==> config.mk <==
export PLATFORM = sky130hd
export DESIGN_NAME = imm_gen_pipe_flat
export DESIGN_NICKNAME = d
export VERILOG_FILES = /design/src/rtl/imm_gen_pipe_pkg.sv /design/src/rtl/imm_gen_pipe_if.sv /design/src/rtl/imm_gen_pipe_decode.sv /design/src/rtl/imm_gen_pipe.sv /design/src/flat_wrapper.sv
export SDC_FILE = /design/constraint.sdc
export NUM_CORES = 1
export LEC_CHECK = 0
export ABC_CLOCK_PERIOD_IN_PS = 3900
export CAP_MARGIN = 20
export CELL_PAD_IN_SITES_DETAIL_PLACEMENT = 0
export CELL_PAD_IN_SITES_GLOBAL_PLACEMENT = 1
export CORE_MARGIN = 2
export CORE_UTILIZATION = 30
export CTS_CLUSTER_SIZE = 20
export DETAILED_ROUTE_END_ITERATION = 7
export PLACE_DENSITY_LB_ADDON = 0.1
export SLEW_MARGIN = 20
export SYNTH_ARGS = -nofsm -noshare
export SYNTH_HDL_FRONTEND = slang
export SYNTH_SLANG_ARGS = --single-unit
==> constraint.sdc <==
create_clock -name Clk_CPU -period 3.9 [get_ports Clk_CPU]
set_clock_uncertainty 0.05 [all_clocks]
set_input_delay 0.39 -clock Clk_CPU [delete_from_list [all_inputs] [get_ports Clk_CPU]]
set_output_delay 0.39 -clock Clk_CPU [all_outputs]
set_load 0.01 [all_outputs]
==> src/rtl/imm_gen_pipe_pkg.sv <==
// imm_gen_pkg: shared types and constants for the pipelined immediate generator.
//   imm_fmt_e    - immediate format code driven on out_fmt
//   skid_state_e - occupancy of the two-entry output skid buffer
//   imm_dec_t    - decode metadata (format + illegal flag) stored per entry
//   OPC_*        - RV32/RV64 base opcodes recognised by the decoder
package imm_gen_pkg;

    typedef enum logic [2:0] {
        FMT_NONE   = 3'd0,
        FMT_ISHAMT = 3'd1,
        FMT_I      = 3'd2,
        FMT_S      = 3'd3,
        FMT_B      = 3'd4,
        FMT_U      = 3'd5,
        FMT_J      = 3'd6
    } imm_fmt_e;

    typedef enum logic [1:0] {
        SKID_EMPTY,
        SKID_ONE,
        SKID_FULL
    } skid_state_e;

    typedef struct packed {
        imm_fmt_e fmt;
        logic     illegal;
    } imm_dec_t;

    localparam logic [6:0] OPC_OP_IMM    = 7'b0010011;
    localparam logic [6:0] OPC_LOAD      = 7'b0000011;
    localparam logic [6:0] OPC_JALR      = 7'b1100111;
    localparam logic [6:0] OPC_STORE     = 7'b0100011;
    localparam logic [6:0] OPC_BRANCH    = 7'b1100011;
    localparam logic [6:0] OPC_LUI       = 7'b0110111;
    localparam logic [6:0] OPC_AUIPC     = 7'b0010111;
    localparam logic [6:0] OPC_JAL       = 7'b1101111;
    localparam logic [6:0] OPC_OP        = 7'b0110011;
    localparam logic [6:0] OPC_OP_IMM_32 = 7'b0011011;

    // SLLI/SRLI/SRAI share the OP-IMM opcode; funct3 picks them out.
    function automatic logic is_shift_f3(input logic [2:0] f3);
        return (f3 == 3'b001) || (f3 == 3'b101);
    endfunction

endpackage

==> src/rtl/imm_gen_pipe_if.sv <==
// imm_gen_pipe_if: upstream (IF side) and downstream (EX side) handshake bundle.
//   in_valid/in_ready/in_instr/in_pc/in_tag        - instruction into the block
//   out_valid/out_ready/out_imm/out_fmt/
//   out_illegal/out_tag/out_target                 - decoded result out of the block
//   master - the environment (drives in_*, out_ready)
//   slave  - the immediate generator
interface imm_gen_pipe_if
    import imm_gen_pkg::*;
#(
    parameter int unsigned XLEN  = 32,
    parameter int unsigned TAG_W = 4
) ();

    logic             in_valid;
    logic             in_ready;
    logic [31:0]      in_instr;
    logic [XLEN-1:0]  in_pc;
    logic [TAG_W-1:0] in_tag;

    logic             out_valid;
    logic             out_ready;
    logic [XLEN-1:0]  out_imm;
    imm_fmt_e         out_fmt;
    logic             out_illegal;
    logic [TAG_W-1:0] out_tag;
    logic [XLEN-1:0]  out_target;

    modport master (
        output in_valid, in_instr, in_pc, in_tag, out_ready,
        input  in_ready, out_valid, out_imm, out_fmt, out_illegal, out_tag, out_target
    );

    modport slave (
        input  in_valid, in_instr, in_pc, in_tag, out_ready,
        output in_ready, out_valid, out_imm, out_fmt, out_illegal, out_tag, out_target
    );

endinterface

==> src/rtl/imm_gen_pipe_decode.sv <==
// imm_gen_decode: purely combinational RISC-V immediate decode.
//   i_instr   in  32    raw instruction
//   o_imm     out XLEN  sign-extended immediate (shift amounts zero-extended)
//   o_fmt     out 3     format code
//   o_illegal out 1     opcode not recognised
// XLEN = 64 widens shift amounts to 6 bits and enables OP-IMM-32.
module imm_gen_decode
    import imm_gen_pkg::*;
#(
    parameter int unsigned XLEN = 32
) (
    input  logic [31:0]     i_instr,
    output logic [XLEN-1:0] o_imm,
    output imm_fmt_e        o_fmt,
    output logic            o_illegal
);

    logic [6:0]  w_opc;
    logic [2:0]  w_f3;
    logic [5:0]  w_shamt;
    logic [31:0] w_imm32;

    assign w_opc   = i_instr[6:0];
    assign w_f3    = i_instr[14:12];
    assign w_shamt = (XLEN == 64) ? i_instr[25:20] : {1'b0, i_instr[24:20]};

    always_comb begin
        w_imm32   = '0;
        o_fmt     = FMT_NONE;
        o_illegal = 1'b0;
        case (w_opc)
            OPC_OP_IMM: begin
                if (is_shift_f3(w_f3)) begin
                    o_fmt   = FMT_ISHAMT;
                    w_imm32 = {26'b0, w_shamt};
                end else begin
                    o_fmt   = FMT_I;
                    w_imm32 = {{20{i_instr[31]}}, i_instr[31:20]};
                end
            end
            OPC_LOAD, OPC_JALR: begin
                o_fmt   = FMT_I;
                w_imm32 = {{20{i_instr[31]}}, i_instr[31:20]};
            end
            OPC_STORE: begin
                o_fmt   = FMT_S;
                w_imm32 = {{20{i_instr[31]}}, i_instr[31:25], i_instr[11:7]};
            end
            OPC_BRANCH: begin
                o_fmt   = FMT_B;
                w_imm32 = {{19{i_instr[31]}}, i_instr[31], i_instr[7],
                           i_instr[30:25], i_instr[11:8], 1'b0};
            end
            OPC_LUI, OPC_AUIPC: begin
                o_fmt   = FMT_U;
                w_imm32 = {i_instr[31:12], 12'b0};
            end
            OPC_JAL: begin
                o_fmt   = FMT_J;
                w_imm32 = {{11{i_instr[31]}}, i_instr[31], i_instr[19:12],
                           i_instr[20], i_instr[30:21], 1'b0};
            end
            OPC_OP: begin
                o_fmt = FMT_NONE;
            end
            OPC_OP_IMM_32: begin
                if (XLEN == 64) begin
                    // Word shifts only ever take a 5-bit shamt.
                    if (is_shift_f3(w_f3)) begin
                        o_fmt   = FMT_ISHAMT;
                        w_imm32 = {27'b0, i_instr[24:20]};
                    end else begin
                        o_fmt   = FMT_I;
                        w_imm32 = {{20{i_instr[31]}}, i_instr[31:20]};
                    end
                end else begin
                    o_illegal = 1'b1;
                end
            end
            default: begin
                o_illegal = 1'b1;
            end
        endcase

        o_imm       = {XLEN{w_imm32[31]}};
        o_imm[31:0] = w_imm32;
    end

endmodule

==> src/rtl/imm_gen_pipe.sv <==
// imm_gen_pipe: pipelined immediate generator between IF and EX.
//   Clk_CPU in  clock, rising edge
//   rstn    in  async active-low reset
//   flush   in  sync flush, drops every buffered entry and any same-cycle accept
//   bus     slave modport of imm_gen_pipe_if (valid/ready in, valid/ready out)
// One-cycle latency, one result per cycle, two-entry skid buffer (main + skid)
// so in_ready depends only on registered state.
// Build option: IMM_GEN_TARGET_EN adds a registered in_pc + imm branch/jump
// target for B, J and AUIPC; without it out_target is constant zero.
module imm_gen_pipe
    import imm_gen_pkg::*;
#(
    parameter int unsigned XLEN  = 32,
    parameter int unsigned TAG_W = 4
) (
    input  logic           Clk_CPU,
    input  logic           rstn,
    input  logic           flush,
    imm_gen_pipe_if.slave  bus
);

    typedef struct packed {
        logic [XLEN-1:0]  imm;
        imm_dec_t         dec;
        logic [TAG_W-1:0] tag;
    } entry_t;

    logic [XLEN-1:0] w_imm;
    imm_fmt_e        w_fmt;
    logic            w_illegal;
    entry_t          w_new;

    skid_state_e     r_state;
    logic            r_in_ready;
    logic            r_out_valid;
    entry_t          r_main;
    entry_t          r_skid;

    logic            w_accept;
    logic            w_pop;
    logic            w_ld_main_new;
    logic            w_ld_main_skid;
    logic            w_ld_skid_new;

    imm_gen_decode #(.XLEN(XLEN)) u_decode (
        .i_instr   (bus.in_instr),
        .o_imm     (w_imm),
        .o_fmt     (w_fmt),
        .o_illegal (w_illegal)
    );

    assign w_new.imm         = w_imm;
    assign w_new.dec.fmt     = w_fmt;
    assign w_new.dec.illegal = w_illegal;
    assign w_new.tag         = bus.in_tag;

    // flush discards a same-cycle accept, so it is folded into w_accept.
    assign w_accept = bus.in_valid & r_in_ready & ~flush;
    assign w_pop    = r_out_valid & bus.out_ready;

    assign w_ld_main_new  = w_accept & ((r_state == SKID_EMPTY) |
                                        ((r_state == SKID_ONE) & w_pop));
    assign w_ld_skid_new  = w_accept & (r_state == SKID_ONE) & ~w_pop;
    assign w_ld_main_skid = (r_state == SKID_FULL) & w_pop & ~flush;

    // in_ready / out_valid are registered alongside the state so neither has
    // a combinational path from out_ready or in_valid.
    always_ff @(posedge Clk_CPU or negedge rstn) begin
        if (!rstn) begin
            r_state     <= SKID_EMPTY;
            r_in_ready  <= 1'b1;
            r_out_valid <= 1'b0;
        end else if (flush) begin
            r_state     <= SKID_EMPTY;
            r_in_ready  <= 1'b1;
            r_out_valid <= 1'b0;
        end else begin
            case (r_state)
                SKID_EMPTY: begin
                    if (w_accept) begin
                        r_state     <= SKID_ONE;
                        r_out_valid <= 1'b1;
                    end
                end
                SKID_ONE: begin
                    if (w_accept && !w_pop) begin
                        r_state    <= SKID_FULL;
                        r_in_ready <= 1'b0;
                    end else if (!w_accept && w_pop) begin
                        r_state     <= SKID_EMPTY;
                        r_out_valid <= 1'b0;
                    end
                end
                SKID_FULL: begin
                    if (w_pop) begin
                        r_state    <= SKID_ONE;
                        r_in_ready <= 1'b1;
                    end
                end
                default: begin
                    r_state     <= SKID_EMPTY;
                    r_in_ready  <= 1'b1;
                    r_out_valid <= 1'b0;
                end
            endcase
        end
    end

    always_ff @(posedge Clk_CPU or negedge rstn) begin
        if (!rstn) begin
            r_main <= '0;
            r_skid <= '0;
        end else begin
            if (w_ld_main_new) begin
                r_main <= w_new;
            end else if (w_ld_main_skid) begin
                r_main <= r_skid;
            end
            if (w_ld_skid_new) begin
                r_skid <= w_new;
            end
        end
    end

`ifdef IMM_GEN_TARGET_EN
    logic [XLEN-1:0] w_target;
    logic [XLEN-1:0] r_main_tgt;
    logic [XLEN-1:0] r_skid_tgt;

    // Wraps mod 2^XLEN by construction.
    assign w_target = ((w_fmt == FMT_B) || (w_fmt == FMT_J) ||
                       (bus.in_instr[6:0] == OPC_AUIPC)) ? (bus.in_pc + w_imm) : '0;

    always_ff @(posedge Clk_CPU or negedge rstn) begin
        if (!rstn) begin
            r_main_tgt <= '0;
            r_skid_tgt <= '0;
        end else begin
            if (w_ld_main_new) begin
                r_main_tgt <= w_target;
            end else if (w_ld_main_skid) begin
                r_main_tgt <= r_skid_tgt;
            end
            if (w_ld_skid_new) begin
                r_skid_tgt <= w_target;
            end
        end
    end

    assign bus.out_target = r_main_tgt;
`else
    assign bus.out_target = '0;
`endif

    assign bus.in_ready    = r_in_ready;
    assign bus.out_valid   = r_out_valid;
    assign bus.out_imm     = r_main.imm;
    assign bus.out_fmt     = r_main.dec.fmt;
    assign bus.out_illegal = r_main.dec.illegal;
    assign bus.out_tag     = r_main.tag;

endmodule

==> src/flat_wrapper.sv <==
// flat-port wrapper written by rule: the top's interface ports become plain ports
module imm_gen_pipe_flat import imm_gen_pkg::*;
#(
    parameter int unsigned XLEN  = 32,
    parameter int unsigned TAG_W = 4
)
  (Clk_CPU, rstn, flush, bus_in_valid, bus_in_instr, bus_in_pc, bus_in_tag, bus_out_ready, bus_in_ready, bus_out_valid, bus_out_imm, bus_out_fmt, bus_out_illegal, bus_out_tag, bus_out_target);
  imm_gen_pipe_if #(.XLEN(XLEN), .TAG_W(TAG_W)) bus_i ();
  input  logic Clk_CPU;
  input  logic rstn;
  input  logic flush;
  input wire logic [$bits(bus_i.in_valid)-1:0] bus_in_valid;
  input wire logic [$bits(bus_i.in_instr)-1:0] bus_in_instr;
  input wire logic [$bits(bus_i.in_pc)-1:0] bus_in_pc;
  input wire logic [$bits(bus_i.in_tag)-1:0] bus_in_tag;
  input wire logic [$bits(bus_i.out_ready)-1:0] bus_out_ready;
  output wire logic [$bits(bus_i.in_ready)-1:0] bus_in_ready;
  output wire logic [$bits(bus_i.out_valid)-1:0] bus_out_valid;
  output wire logic [$bits(bus_i.out_imm)-1:0] bus_out_imm;
  output wire logic [$bits(bus_i.out_fmt)-1:0] bus_out_fmt;
  output wire logic [$bits(bus_i.out_illegal)-1:0] bus_out_illegal;
  output wire logic [$bits(bus_i.out_tag)-1:0] bus_out_tag;
  output wire logic [$bits(bus_i.out_target)-1:0] bus_out_target;
  assign bus_i.in_valid = bus_in_valid;
  assign bus_i.in_instr = bus_in_instr;
  assign bus_i.in_pc = bus_in_pc;
  assign bus_i.in_tag = bus_in_tag;
  assign bus_i.out_ready = bus_out_ready;
  assign bus_in_ready = bus_i.in_ready;
  assign bus_out_valid = bus_i.out_valid;
  assign bus_out_imm = bus_i.out_imm;
  assign bus_out_fmt = bus_i.out_fmt;
  assign bus_out_illegal = bus_i.out_illegal;
  assign bus_out_tag = bus_i.out_tag;
  assign bus_out_target = bus_i.out_target;
  imm_gen_pipe #(.XLEN(XLEN), .TAG_W(TAG_W)) u_core (.Clk_CPU(Clk_CPU), .rstn(rstn), .flush(flush), .bus(bus_i));
endmodule
==> metrics.txt <==
Synth Area in Compound Gates 20.1%; mux share of post-synthesis cell area 3.78%; Comb pwr share 31.6%; Final Max Slew Viols 0; largest family of logic cells by synthesized area compound AO/OA/AOI/OAI gates; total setup buffers inserted after CTS 0; Placeable Area 14,600 µm²; number of synthesized flops with an enable pin 0; clock network fraction of design power 25.7%; post-route ant nets 0; Cell Area, Synth 4500 µm²; share of total power consumed by net switching 30.6%; I/O pin count 147; worst hold margin 0.0934 ns; Max Fanout on Critical Path 46; arithmetic-cell share of the synthesized area counting full adders, half adders and majority gates 0%; depth of the CTS H-tree 3; Hold Vio Cnt, Final 0; Final period util 63.6%; # placed instances 709; post-synthesis cell type count 50; diode count 0; Gate Count Post-Synth 470; Max VDD drop 0.240 mV; clock latency reported for the late side of the worst-skew pair 0.34 ns; first-pass detailed-route iteration total 6; total power divided by cell area 587 nW/µm²; number of clock sinks 84; dominant synthesized flop cell dfrtp_1; Clk pin slew, worst setup/hold paths 0.06 ns; classification of the worst setup path input port to flip-flop; switching component of the power 0.998 mW; max-capacitance violation count 0; final non-filler cell total 725; number of flip-flops and latches in the synthesized netlist 84; finished layout cell area 5550 µm²; Initial DRC Count 207; unrepaired setup endpoints after global routing false; global-route wire length before repair 19,900 µm; number of I/O port buffers 82; clk root buf clkbuf_16; starting density of the core 30.9%; Synth async-reset ratio 100%; filler cell count 1,460; Seq/Total Area, Yosys 46.7%; Routability Congestion 0.754; clock buffer count from CTS 9; pre-CTS setup slack 1.05 ns; depth of the worst register-to-register path 4; detail-routed via count per cell 5.12; number of global-route vias before repair 3,627; critical path data required time 4.02 ns; proportion of power drawn by flip-flops and latches 42.6%; setup tns final 0 ns; xor-xnor portion of the synthesized cell area 0.389%; mean instance size in the synthesized netlist 9.58 µm²; Synth Warn # 0; DR WL/cell 17.4 µm; total grt overflow 0; share of synthesized cell area in and, or, nand and nor gates 17.8%; share of layout cells above drive strength 1 8.50%; area growth from synthesis to layout 23.3%; HPWL after detailed placement 8090 µm; Setup Viol. Count Final 0; post-detailed-routing wire length 12,600 µm; width of the die 127 µm; measured slew at the worst slew-check pin 1.01 ns; FF+latch area 2100 µm²; minimum clock period after layout 2.48 ns; DRC viols 0; Leak Pwr 2.37 nW; number of gates resized after cts 0; highest clock frequency the design can meet 403 MHz; final net count 609; Power Internal 2.26 mW; worst min-delay path class input port to asynchronous set/reset pin; run status complete, no violations; total die area 16,000 µm²; final setup margin 1.42 ns; TritonCTS clock tree done; area of combinational cells with multiple inputs 2020 µm²; largest net degree at the start of global routing 66; vias after detailed routing 3,710; All-Layer GR Usage 16.0%; deepest clock path buffer count 2; hold bufs inserted after CTS 0; Slew headroom 32.9%; antenna violations before repair 0; Worst Setup Start Kind input port; kind of end point of the critical path flip-flop; number of placement rows 44; Worst Path Arrival 2.60 ns; placed cell areas 5270 µm²; vertical extent of the die 127 µm
==> flip-flops by register name, summed over array words and instances, names as in the netlist <==
signal and cells:
u_core.bus.out_imm 32, u_core.bus.out_tag 4, u_core.r_skid 40, u_core.bus.out_illegal 1
u_core.r_state 2, u_core.bus.in_ready 1, u_core.bus.out_valid 1, u_core.bus.out_fmt 3
==> Yosys cell counts (2+ instances only) <==
cell / instances / area (µm²)
a211oi_1: 10 / 75.1
a211oi_2: 3 / 37.5
a21oi_1: 37 / 185
a31oi_1: 33 / 206
a32oi_1: 13 / 114
buf_2: 14 / 70.1
buf_4: 36 / 270
buf_6: 11 / 124
clkbuf_1: 8 / 30.0
dfrtp_1: 83 / 2080
inv_1: 3 / 11.3
mux2i_1: 17 / 170
nand2_1: 71 / 267
nand2b_1: 2 / 12.5
nand3_1: 2 / 10.0
nand3b_1: 2 / 15.0
nor2_1: 36 / 135
nor2b_1: 6 / 37.5
nor3_1: 4 / 20.0
nor3_2: 2 / 20.0
nor3b_1: 14 / 105
nor4_1: 3 / 18.8
o21ai_0: 18 / 90.1
o21ai_1: 9 / 45.0
o22ai_1: 3 / 18.8
o31ai_1: 6 / 45.0
==> stage by stage <==
step           utilization [%]  power, mW
2_1_floorplan                -       1.96
3_3_place_gp              36.1       2.42
3_5_place_dp              36.1       2.45
4_1_cts                   38.0       3.31
5_1_grt                   38.1       3.48
6_report                  38.1       3.26
==> power groups by stage <==
stage / clock network [mW] / logic [mW] / registers [mW]
finish: 0.839 / 1.03 / 1.39
floorplan: 0 / 0.515 / 1.44
CTS: 0.871 / 1.05 / 1.39
global placement: 0 / 1.03 / 1.40
global route: 0.906 / 1.14 / 1.44
detailed placement: 0 / 1.04 / 1.41
==> layer usage <==
| layer | share of wire (%) | track usage [%] | up-vias | wire length, µm |
|---|---|---|---|---|
| li1 | - | - | 1747 | - |
| met1 | 46 | 21.2 | 1830 | 5790 |
| met4 | 1.5 | 5.24 | 0 | 191 |
| met3 | 5.6 | 4.09 | 18 | 710 |
| met2 | 47 | 25.6 | 115 | 5920 |
| met5 | 0 | 0 | - | 0 |
==> cells by family after synthesis <==
family / Yosys count
simple gates: 156
other cells: 1
mux: 17
xor+xnor: 2
flops: 84
buf+inv: 72
compound gates: 138
==> critical path: stages <==
cell	delay, ns
clkdlybuf4s50_1	0.52
nand2_2	0.12
or4_2	1.12
nor3_1	0.36
a31oi_1	0.08
==> cell usage in the layout, fill, tap and decap left out, types with 2 or more instances in the layout <==
cell,synthesis,final
a21oi_1,37,37
nand2_1,71,71
a211oi_2,3,3
a31oi_1,33,33
conb_1,1,32
clkbuf_16,0,9
nor2_1,36,36
o21ai_1,9,9
nor2b_1,6,6
dfrtp_1,83,83
o22ai_1,3,3
a211oi_1,10,10
nand3b_1,2,2
clkinv_2,0,3
clkbuf_1,8,2
inv_1,3,3
clkdlybuf4s50_1,0,81
buf_4,36,12
nand2b_1,2,2
nand3_1,2,2
nor3b_1,14,14
o21ai_0,18,18
o31ai_1,6,6
nor4_1,3,3
nor3_1,4,4
a32oi_1,13,13
mux2i_1,17,17
==> final cells by class <==
class	count	area share, %
Inverter	3	0.203
Multi-Input combinational cell	345	36.4
Clock inverter	5	0.946
Clock buffer	11	4.19
Timing Repair Buffer	93	16.2
Sequential cell	84	37.9
Tap cell	184	4.15
==> worst paths after layout <==
kind | from | endpoint | slack, ns
max | bus_in_valid | u_core.bus.out_illegal | 1.42
min | rstn | u_core.bus.out_imm[17] | 0.09
max reg2reg | u_core.bus.in_ready | u_core.bus.out_illegal | 1.44
min reg2reg | u_core.r_skid[3] | u_core.r_skid[3] | 0.43
max in group asynchronous | rstn | u_core.r_skid[38] | 2.88
min in group Clk_CPU | u_core.r_skid[3] | u_core.r_skid[3] | 0.43
No activity file was read; power rests on OpenSTA's default activity.
